===== config.mk =====
export PLATFORM = sky130hd
export DESIGN_NAME = mag_host_regbank
export DESIGN_NICKNAME = d
export VERILOG_FILES = /design/src/rtl/mag_bus_pkg.sv /design/src/rtl/mag_ch_reg.sv /design/src/rtl/mag_host_regbank.sv
export SDC_FILE = /design/constraint.sdc
export NUM_CORES = 1
export LEC_CHECK = 0
export BUFFER_PORTS_ARGS = -buffer_cell sky130_fd_sc_hd__buf_2
export CAP_MARGIN = 20
export CORE_UTILIZATION = 40
export CTS_CLUSTER_DIAMETER = 30
export DETAILED_ROUTE_END_ITERATION = 10
export SLEW_MARGIN = 20
export SYNTH_ARGS = -nofsm -noshare
export SYNTH_HDL_FRONTEND = slang
export SYNTH_SLANG_ARGS = --single-unit

===== constraint.sdc =====
create_clock -name BCLK -period 3.1 [get_ports BCLK]
set_input_delay 0.62 -clock BCLK [delete_from_list [all_inputs] [get_ports BCLK]]
set_output_delay 0.62 -clock BCLK [all_outputs]
set_load 0.05 [all_outputs]

===== src/rtl/mag_bus_pkg.sv =====
// Shared host-bus constants, FSM state encoding and byte-lane merge helper.
// Used by the register bank top and its per-channel registers.
package mag_bus_pkg;

  localparam logic [11:0] CTRL_OFS   = 12'h3F0;
  localparam logic [11:0] STATUS_OFS = 12'h3F4;
  localparam logic [11:0] IRQ_EN_OFS = 12'h3F8;
  localparam logic [11:0] ID_OFS     = 12'h3FC;

  localparam logic [31:0] DEF_ID_VALUE = 32'h4D41_4701;

  localparam int ST_BUSY    = 0;
  localparam int ST_DONE    = 1;
  localparam int ST_WR_ERR  = 2;
  localparam int ST_NCH_LSB = 8;

  localparam int CTRL_START = 0;
  localparam int CTRL_CLEAR = 1;

  typedef enum logic [1:0] {
    S_IDLE,
    S_LAUNCH,
    S_RUN,
    S_DONE
  } fsm_state_e;

  // Replace each byte of old_w whose write-enable bit is set with the byte from new_w.
  function automatic logic [31:0] lane_merge(input logic [31:0] old_w,
                                             input logic [31:0] new_w,
                                             input logic [3:0]  we);
    logic [31:0] r;
    r = old_w;
    for (int i = 0; i < 4; i++) begin
      if (we[i]) r[8*i +: 8] = new_w[8*i +: 8];
    end
    return r;
  endfunction

endpackage


===== src/rtl/mag_ch_reg.sv =====
// One 64-bit channel: low-word writes land in a shadow; a high-word write commits {high, shadow}
// one cycle later with a single-cycle update pulse. No backpressure; writes are accepted every cycle.
module mag_ch_reg
  import mag_bus_pkg::*;
(
  input  logic        i_clk,
  input  logic        i_rst,
  input  logic [3:0]  i_we_lo,
  input  logic [3:0]  i_we_hi,
  input  logic        i_clr,
  input  logic [31:0] i_wdat,
  output logic [63:0] o_value,
  output logic        o_update
);

  logic [31:0] r_shadow;
  logic [63:0] r_value;
  logic        r_update;

  always_ff @(posedge i_clk) begin
    if (i_rst) begin
      r_shadow <= '0;
      r_value  <= '0;
      r_update <= 1'b0;
    end else begin
      r_update <= 1'b0;
      if (i_clr) begin
        r_shadow <= '0;
        r_value  <= '0;
      end else begin
        if (|i_we_lo) begin
          r_shadow <= lane_merge(r_shadow, i_wdat, i_we_lo);
        end
        // Unwritten high-word lanes keep their committed bytes.
        if (|i_we_hi) begin
          r_value  <= {lane_merge(r_value[63:32], i_wdat, i_we_hi), r_shadow};
          r_update <= 1'b1;
        end
      end
    end
  end

  assign o_value  = r_value;
  assign o_update = r_update;

endmodule


===== src/rtl/mag_host_regbank.sv =====
// Host-bus register bank: channel decode, registered read mux (latency 1), start/done FSM, sticky flags.
// The bus has no wait states: writes take effect at the strobed edge, reads return on the next cycle.
module mag_host_regbank
  import mag_bus_pkg::*;
#(
  parameter int          NUM_CH   = 4,
  parameter int          ADDR_W   = 10,
  parameter logic [31:0] ID_VALUE = DEF_ID_VALUE
) (
  input  logic                  BCLK,
  input  logic                  Reset,
  input  logic [ADDR_W-1:0]     Address,
  input  logic                  nCS,
  input  logic                  nRD,
  input  logic [3:0]            nWR,
  input  logic [31:0]           DataIn,
  output logic [31:0]           DataOut,
  output logic                  DataOE,
  output logic [NUM_CH*64-1:0]  ChValue,
  output logic [NUM_CH-1:0]     ChUpdate,
  output logic                  Start,
  input  logic                  CoreDone,
  output logic                  Irq
);

  localparam int CH_W = ADDR_W - 3;

  fsm_state_e        r_state;
  fsm_state_e        w_state_nxt;
  logic [31:0]       r_dout;
  logic              r_oe;
  logic              r_done;
  logic              r_wr_err;
  logic              r_irq_en;

  logic [3:0]        w_lane_we;
  logic              w_any_we;
  logic              w_rd;
  logic [ADDR_W-1:0] w_waddr;
  logic [CH_W-1:0]   w_ch_idx;
  logic              w_ch_hit;
  logic              w_is_ctrl;
  logic              w_is_status;
  logic              w_is_irq_en;
  logic              w_is_id;
  logic              w_idle;
  logic              w_ch_wr;
  logic              w_err_set;
  logic              w_start;
  logic              w_clr;
  logic              w_stat_rd;
  logic [31:0]       w_status;
  logic [31:0]       w_rdat;
  logic              w_unused;

  assign w_lane_we   = {4{~nCS}} & ~nWR;
  assign w_any_we    = |w_lane_we;
  assign w_rd        = ~nCS & ~nRD;
  assign w_waddr     = {Address[ADDR_W-1:2], 2'b00};
  assign w_ch_idx    = Address[ADDR_W-1:3];
  assign w_ch_hit    = (w_ch_idx < CH_W'(NUM_CH));
  assign w_is_ctrl   = (w_waddr == ADDR_W'(CTRL_OFS));
  assign w_is_status = (w_waddr == ADDR_W'(STATUS_OFS));
  assign w_is_irq_en = (w_waddr == ADDR_W'(IRQ_EN_OFS));
  assign w_is_id     = (w_waddr == ADDR_W'(ID_OFS));
  assign w_unused    = ^Address[1:0];

  // Channel contents are frozen while the core owns them; a write attempt is flagged instead.
  assign w_idle      = (r_state == S_IDLE);
  assign w_ch_wr     = w_any_we & w_ch_hit & w_idle;
  assign w_err_set   = w_any_we & w_ch_hit & ~w_idle;
  assign w_start     = w_is_ctrl & w_lane_we[0] & DataIn[CTRL_START] & w_idle;
  assign w_clr       = w_is_ctrl & w_lane_we[0] & DataIn[CTRL_CLEAR] & w_idle;
  assign w_stat_rd   = w_rd & w_is_status;

  for (genvar g = 0; g < NUM_CH; g++) begin : g_ch
    logic       w_sel;
    logic [3:0] w_we_lo;
    logic [3:0] w_we_hi;

    assign w_sel   = w_ch_wr & (w_ch_idx == CH_W'(g));
    assign w_we_lo = (w_sel & ~Address[2]) ? w_lane_we : 4'b0000;
    assign w_we_hi = (w_sel &  Address[2]) ? w_lane_we : 4'b0000;

    mag_ch_reg u_ch (
      .i_clk    (BCLK),
      .i_rst    (Reset),
      .i_we_lo  (w_we_lo),
      .i_we_hi  (w_we_hi),
      .i_clr    (w_clr),
      .i_wdat   (DataIn),
      .o_value  (ChValue[64*g +: 64]),
      .o_update (ChUpdate[g])
    );
  end

  always_comb begin
    w_status                      = '0;
    w_status[ST_BUSY]             = ~w_idle;
    w_status[ST_DONE]             = r_done;
    w_status[ST_WR_ERR]           = r_wr_err;
    w_status[ST_NCH_LSB +: 8]     = 8'(NUM_CH);
  end

  // Reads see the state before any write in the same cycle; shadows are never readable.
  always_comb begin
    w_rdat = '0;
    if (w_ch_hit) begin
      for (int k = 0; k < NUM_CH; k++) begin
        if (w_ch_idx == CH_W'(k)) begin
          w_rdat = Address[2] ? ChValue[64*k + 32 +: 32] : ChValue[64*k +: 32];
        end
      end
    end else if (w_is_status) begin
      w_rdat = w_status;
    end else if (w_is_irq_en) begin
      w_rdat = {31'b0, r_irq_en};
    end else if (w_is_id) begin
      w_rdat = ID_VALUE;
    end
  end

  always_comb begin
    w_state_nxt = r_state;
    Start       = 1'b0;
    case (r_state)
      S_IDLE:   if (w_start) w_state_nxt = S_LAUNCH;
      S_LAUNCH: begin
        Start       = 1'b1;
        w_state_nxt = S_RUN;
      end
      S_RUN:    if (CoreDone) w_state_nxt = S_DONE;
      S_DONE:   w_state_nxt = S_IDLE;
      default:  w_state_nxt = S_IDLE;
    endcase
  end

  always_ff @(posedge BCLK) begin
    if (Reset) begin
      r_state <= S_IDLE;
    end else begin
      r_state <= w_state_nxt;
    end
  end

  // A flag being set in the same cycle as a clearing STATUS read stays set.
  always_ff @(posedge BCLK) begin
    if (Reset) begin
      r_dout   <= '0;
      r_oe     <= 1'b0;
      r_done   <= 1'b0;
      r_wr_err <= 1'b0;
      r_irq_en <= 1'b0;
    end else begin
      r_oe     <= w_rd;
      r_dout   <= w_rd ? w_rdat : 32'h0;
      r_done   <= (r_state == S_DONE) | (r_done & ~w_stat_rd);
      r_wr_err <= w_err_set | (r_wr_err & ~w_stat_rd);
      if (w_is_irq_en & w_lane_we[0]) begin
        r_irq_en <= DataIn[0];
      end
    end
  end

  assign DataOut = r_dout;
  assign DataOE  = r_oe;
  assign Irq     = r_done & r_irq_en;

endmodule


==> results.py <==
metrics = {
    "sta": {
        "hold_violations": 0,
        "fin_tns_setup_ns": 0,
        "worst_pin_slew_ns": 1.042,
        "rsz0062_at_grt": "false",
        "maxSlewHeadroom_pct": 28.71,
        "setup_viol": 0,
        "slew_violations": 0,
        "fmax_mhz": 368.8,
        "clock_skew_ns": 0.01995,
        "min_period_over_period_pct": 87.48,
        "fin_crit_ns": 2.712,
    },
    "synthesis": {
        "netlist_instances": 1906,
        "synth_edf_count": 0,
        "yosysWarnings": 0,
        "synthesis.nets": 1962,
        "async_flop_share_pct": 0,
        "synth_common_cells": "426 x dfxtp_1, 219 x a21oi_1, 196 x nor2_1",
        "syn_avg_cell_area_um2": 9.310,
        "ys_top_cells_by_area": "dfxtp_1 48%, mux2i_1 11%, a21oi_1 6.2%, mux4_2 5.8%, nand3_1 4.6%",
        "syn-cell-area_mm2": 0.01775,
        "synth-seq-area-share_pct": 48.06,
        "ys_ff_latch": 426,
        "synth.largest_area_cell": "dfxtp_1",
        "synth.top_cell.area_share_pct": 48.06,
        "ys.flop_type": "dfxtp_1",
        "synth.most_common_cell": "dfxtp_1",
        "synth_cell_types": 48,
    },
    "grt": {
        "grt_pass1_wl_um": 94870,
        "met1_usage_pct": 40.66,
        "grt.met2_usage_pct": 39.68,
        "grt.met3_usage_pct": 7.371,
        "grt-busiest-layer": "met1",
        "gr-total-overflow": 0,
        "grt_use_total_pct": 28.04,
        "grt_pass1_vias": 15174,
        "antenna_found_initial": 2,
        "grt_max_degree": 106,
    },
    "pwr": {
        "clkPwrFrac_pct": 60.7,
        "p_sw_share_pct": 23.65,
        "vdd_drop_max_mv": 0.4633,
        "p_leak_nw": 10.36,
        "switchingPower_mw": 3.800,
        "combinationalPowerShare_pct": 5.0,
        "power_frac_seq_pct": 34.3,
        "p_per_area_mw_per_mm2": 699.0,
        "p_int_mw": 12.27,
    },
    "clocking": {
        "clock-root-buffer": "clkbuf_16",
        "cts.sinks": 426,
        "cts_setup_buffers": 0,
        "holdBufCountCts": 0,
        "h-tree-depth": 3,
        "cts_tree": "built",
        "clk_pin_slew_ns": 0.05,
        "numCtsBuffers": 91,
        "clockBufferDepth": 3,
        "cts_resized": 0,
        "clock_latency_ns": 0.62,
    },
    "worst_hold_path": {
        "hp-class": "in2reg",
    },
    "layout": {
        "final_cells": 2861,
        "layout.nets": 2254,
        "layout-drive-gt1-share_pct": 27.88,
        "final_util_pct": 52.90,
        "syn_to_final_growth_pct": 29.54,
        "finish.instance_area_mm2": 0.02299,
        "n_fill_cell": 3935,
    },
    "worst_setup_path": {
        "criticalPathCategory": "reg2reg",
        "max_stage_delay_ns": 0.65,
        "crit_fanout": 65,
        "worstPathRequired_ns": 3.55,
        "worstPathCellList": "inv_1 -> ha_1 -> inv_1 -> nor2_1 -> a41o_4 -> buf_4 -> nor2_1",
        "critPathSlowestCell": "buf_4",
        "crit_path_end_kind": "register",
        "start_kind": "register",
        "arrival_ns": 3.17,
    },
    "floorplan": {
        "fp.dieH_um": 212.6,
        "core_area_mm2": 0.04346,
        "start_util_pct": 40.84,
        "rows": 76,
        "die_x_um": 212.6,
        "dieArea_mm2": 0.04521,
        "io_pins": 346,
    },
    "place": {
        "dp.cells": 2690,
        "place_congestion": 0.8844,
        "port_buffers": 343,
        "dp_hpwl_um": 43670,
        "placed_cell_area_mm2": 0.01983,
    },
    "route": {
        "final_antenna_net_count": 0,
        "vias_per_cell": 5.657,
        "wire_per_inst_um": 22.62,
        "first_pass_iters": 8,
        "drcViolationCount": 0,
        "drt_iter0_markers": 1690,
        "wl_um": 64720,
        "via_count": 16185,
    },
    "status": {
        "status": "complete, no violations",
    },
    "run": {
        "cap_violations": 0,
    },
}
[final cells by class]
| cell class | instances | area [um2] | share of cell area, % |
|---|---|---|---|
| Clock inverter | 57 | 680.7 | 2.961 |
| Clock buffer | 112 | 2476 | 10.77 |
| Tap cell | 585 | 732.0 | 3.184 |
| Antenna cell | 2 | 5.005 | 0.02177 |
| Sequential cell | 426 | 8528 | 37.10 |
| Inverter | 8 | 30.03 | 0.1306 |
| Timing Repair Buffer | 401 | 2295 | 9.983 |
| Multi-Input combinational cell | 1270 | 8240 | 35.85 |
[worst paths after layout]
| check | startpoint | endpoint | slack (ns) | cells past startpoint |
|---|---|---|---|---|
| worst min-delay path | Reset | r_done | 0.32 | 2 |
| worst min register to register | g_ch[0].u_ch.r_shadow[31] | g_ch[0].u_ch.o_value[31] | 0.44 | 2 |
| worst max-delay path | r_state[0] | g_ch[2].u_ch.o_value[54] | 0.39 | 7 |
| worst max register to register | r_state[0] | g_ch[2].u_ch.o_value[54] | 0.39 | 7 |
[routing by layer]
metal	vias up	routed length (um)	share of wire [%]
met3	95	6487	10
met4	2	1537	2.4
met2	844	27610	43
li1	7382	-	-
met5	-	13	0.020
met1	7862	29070	45
[logic make-up after synthesis]
family | after synthesis | synth area share [%]
simple gates | 587 | 15.60
buf+inv | 210 | 5.810
fa+ha+maj | 5 | 0.3525
compound gates | 438 | 13.40
mux | 240 | 16.78
flops | 426 | 48.06
[critical path, delay by kind of cell, from the launching register on]
kind / cells / cell delay (ns)
flip-flops: 1 / 0.32
AND/OR/NAND/NOR: 2 / 0.26
buffers and inverters: 3 / 0.92
AO/OA/AOI/OAI: 1 / 0.60
adder cells (fa/ha/maj): 1 / 0.41
[sequential cells by signal (all words and copies together), names as in the netlist]
name	flops
g_ch.u_ch.o_update	4
r_state	2
r_done	1
r_wr_err	1
g_ch.u_ch.r_shadow	128
DataOut	32
DataOE	1
g_ch.u_ch.o_value	256
r_irq_en	1
[power by group through the flow]
stage / combinational, mW / clock, mW / sequential [mW]
after floorplan: 0.489 / 0 / 5.61
after global placement: 0.776 / 0 / 5.61
after detailed placement: 0.784 / 0 / 5.61
after CTS: 0.787 / 9.85 / 5.51
after global routing: 0.837 / 10.2 / 5.50
final: 0.800 / 9.76 / 5.51
[through the flow]
stage	hold WS, ns	setup slack (ns)	total power [mW]
3_3_place_gp	0.4408	0.08364	6.383
5_1_grt	0.2924	0.2253	16.51
3_5_place_dp	0.4476	0.05588	6.393
6_report	0.3172	0.3881	16.07
4_1_cts	0.2691	0.3991	16.15
2_1_floorplan	0.4360	0.8794	6.102
[placed cells by master, fill, tap and decap left out, drive strengths merged, types with 5 or more instances in the layout]
cell        n
dfxtp     426
buf       401
a21oi     219
nor2      197
mux2i     194
o21ai     165
nand3     163
nand2     128
clkbuf    112
mux4       46
clkinv     32
nand4      27
nor2b      20
a211oi     18
a2111oi    18
nor3       16
inv        14
bufinv     11
clkinvlp    8
nor4        7
nor4bb      5
a221o       5
ha          5
and4        5
Note: power is estimated with default switching activity, not from simulation.
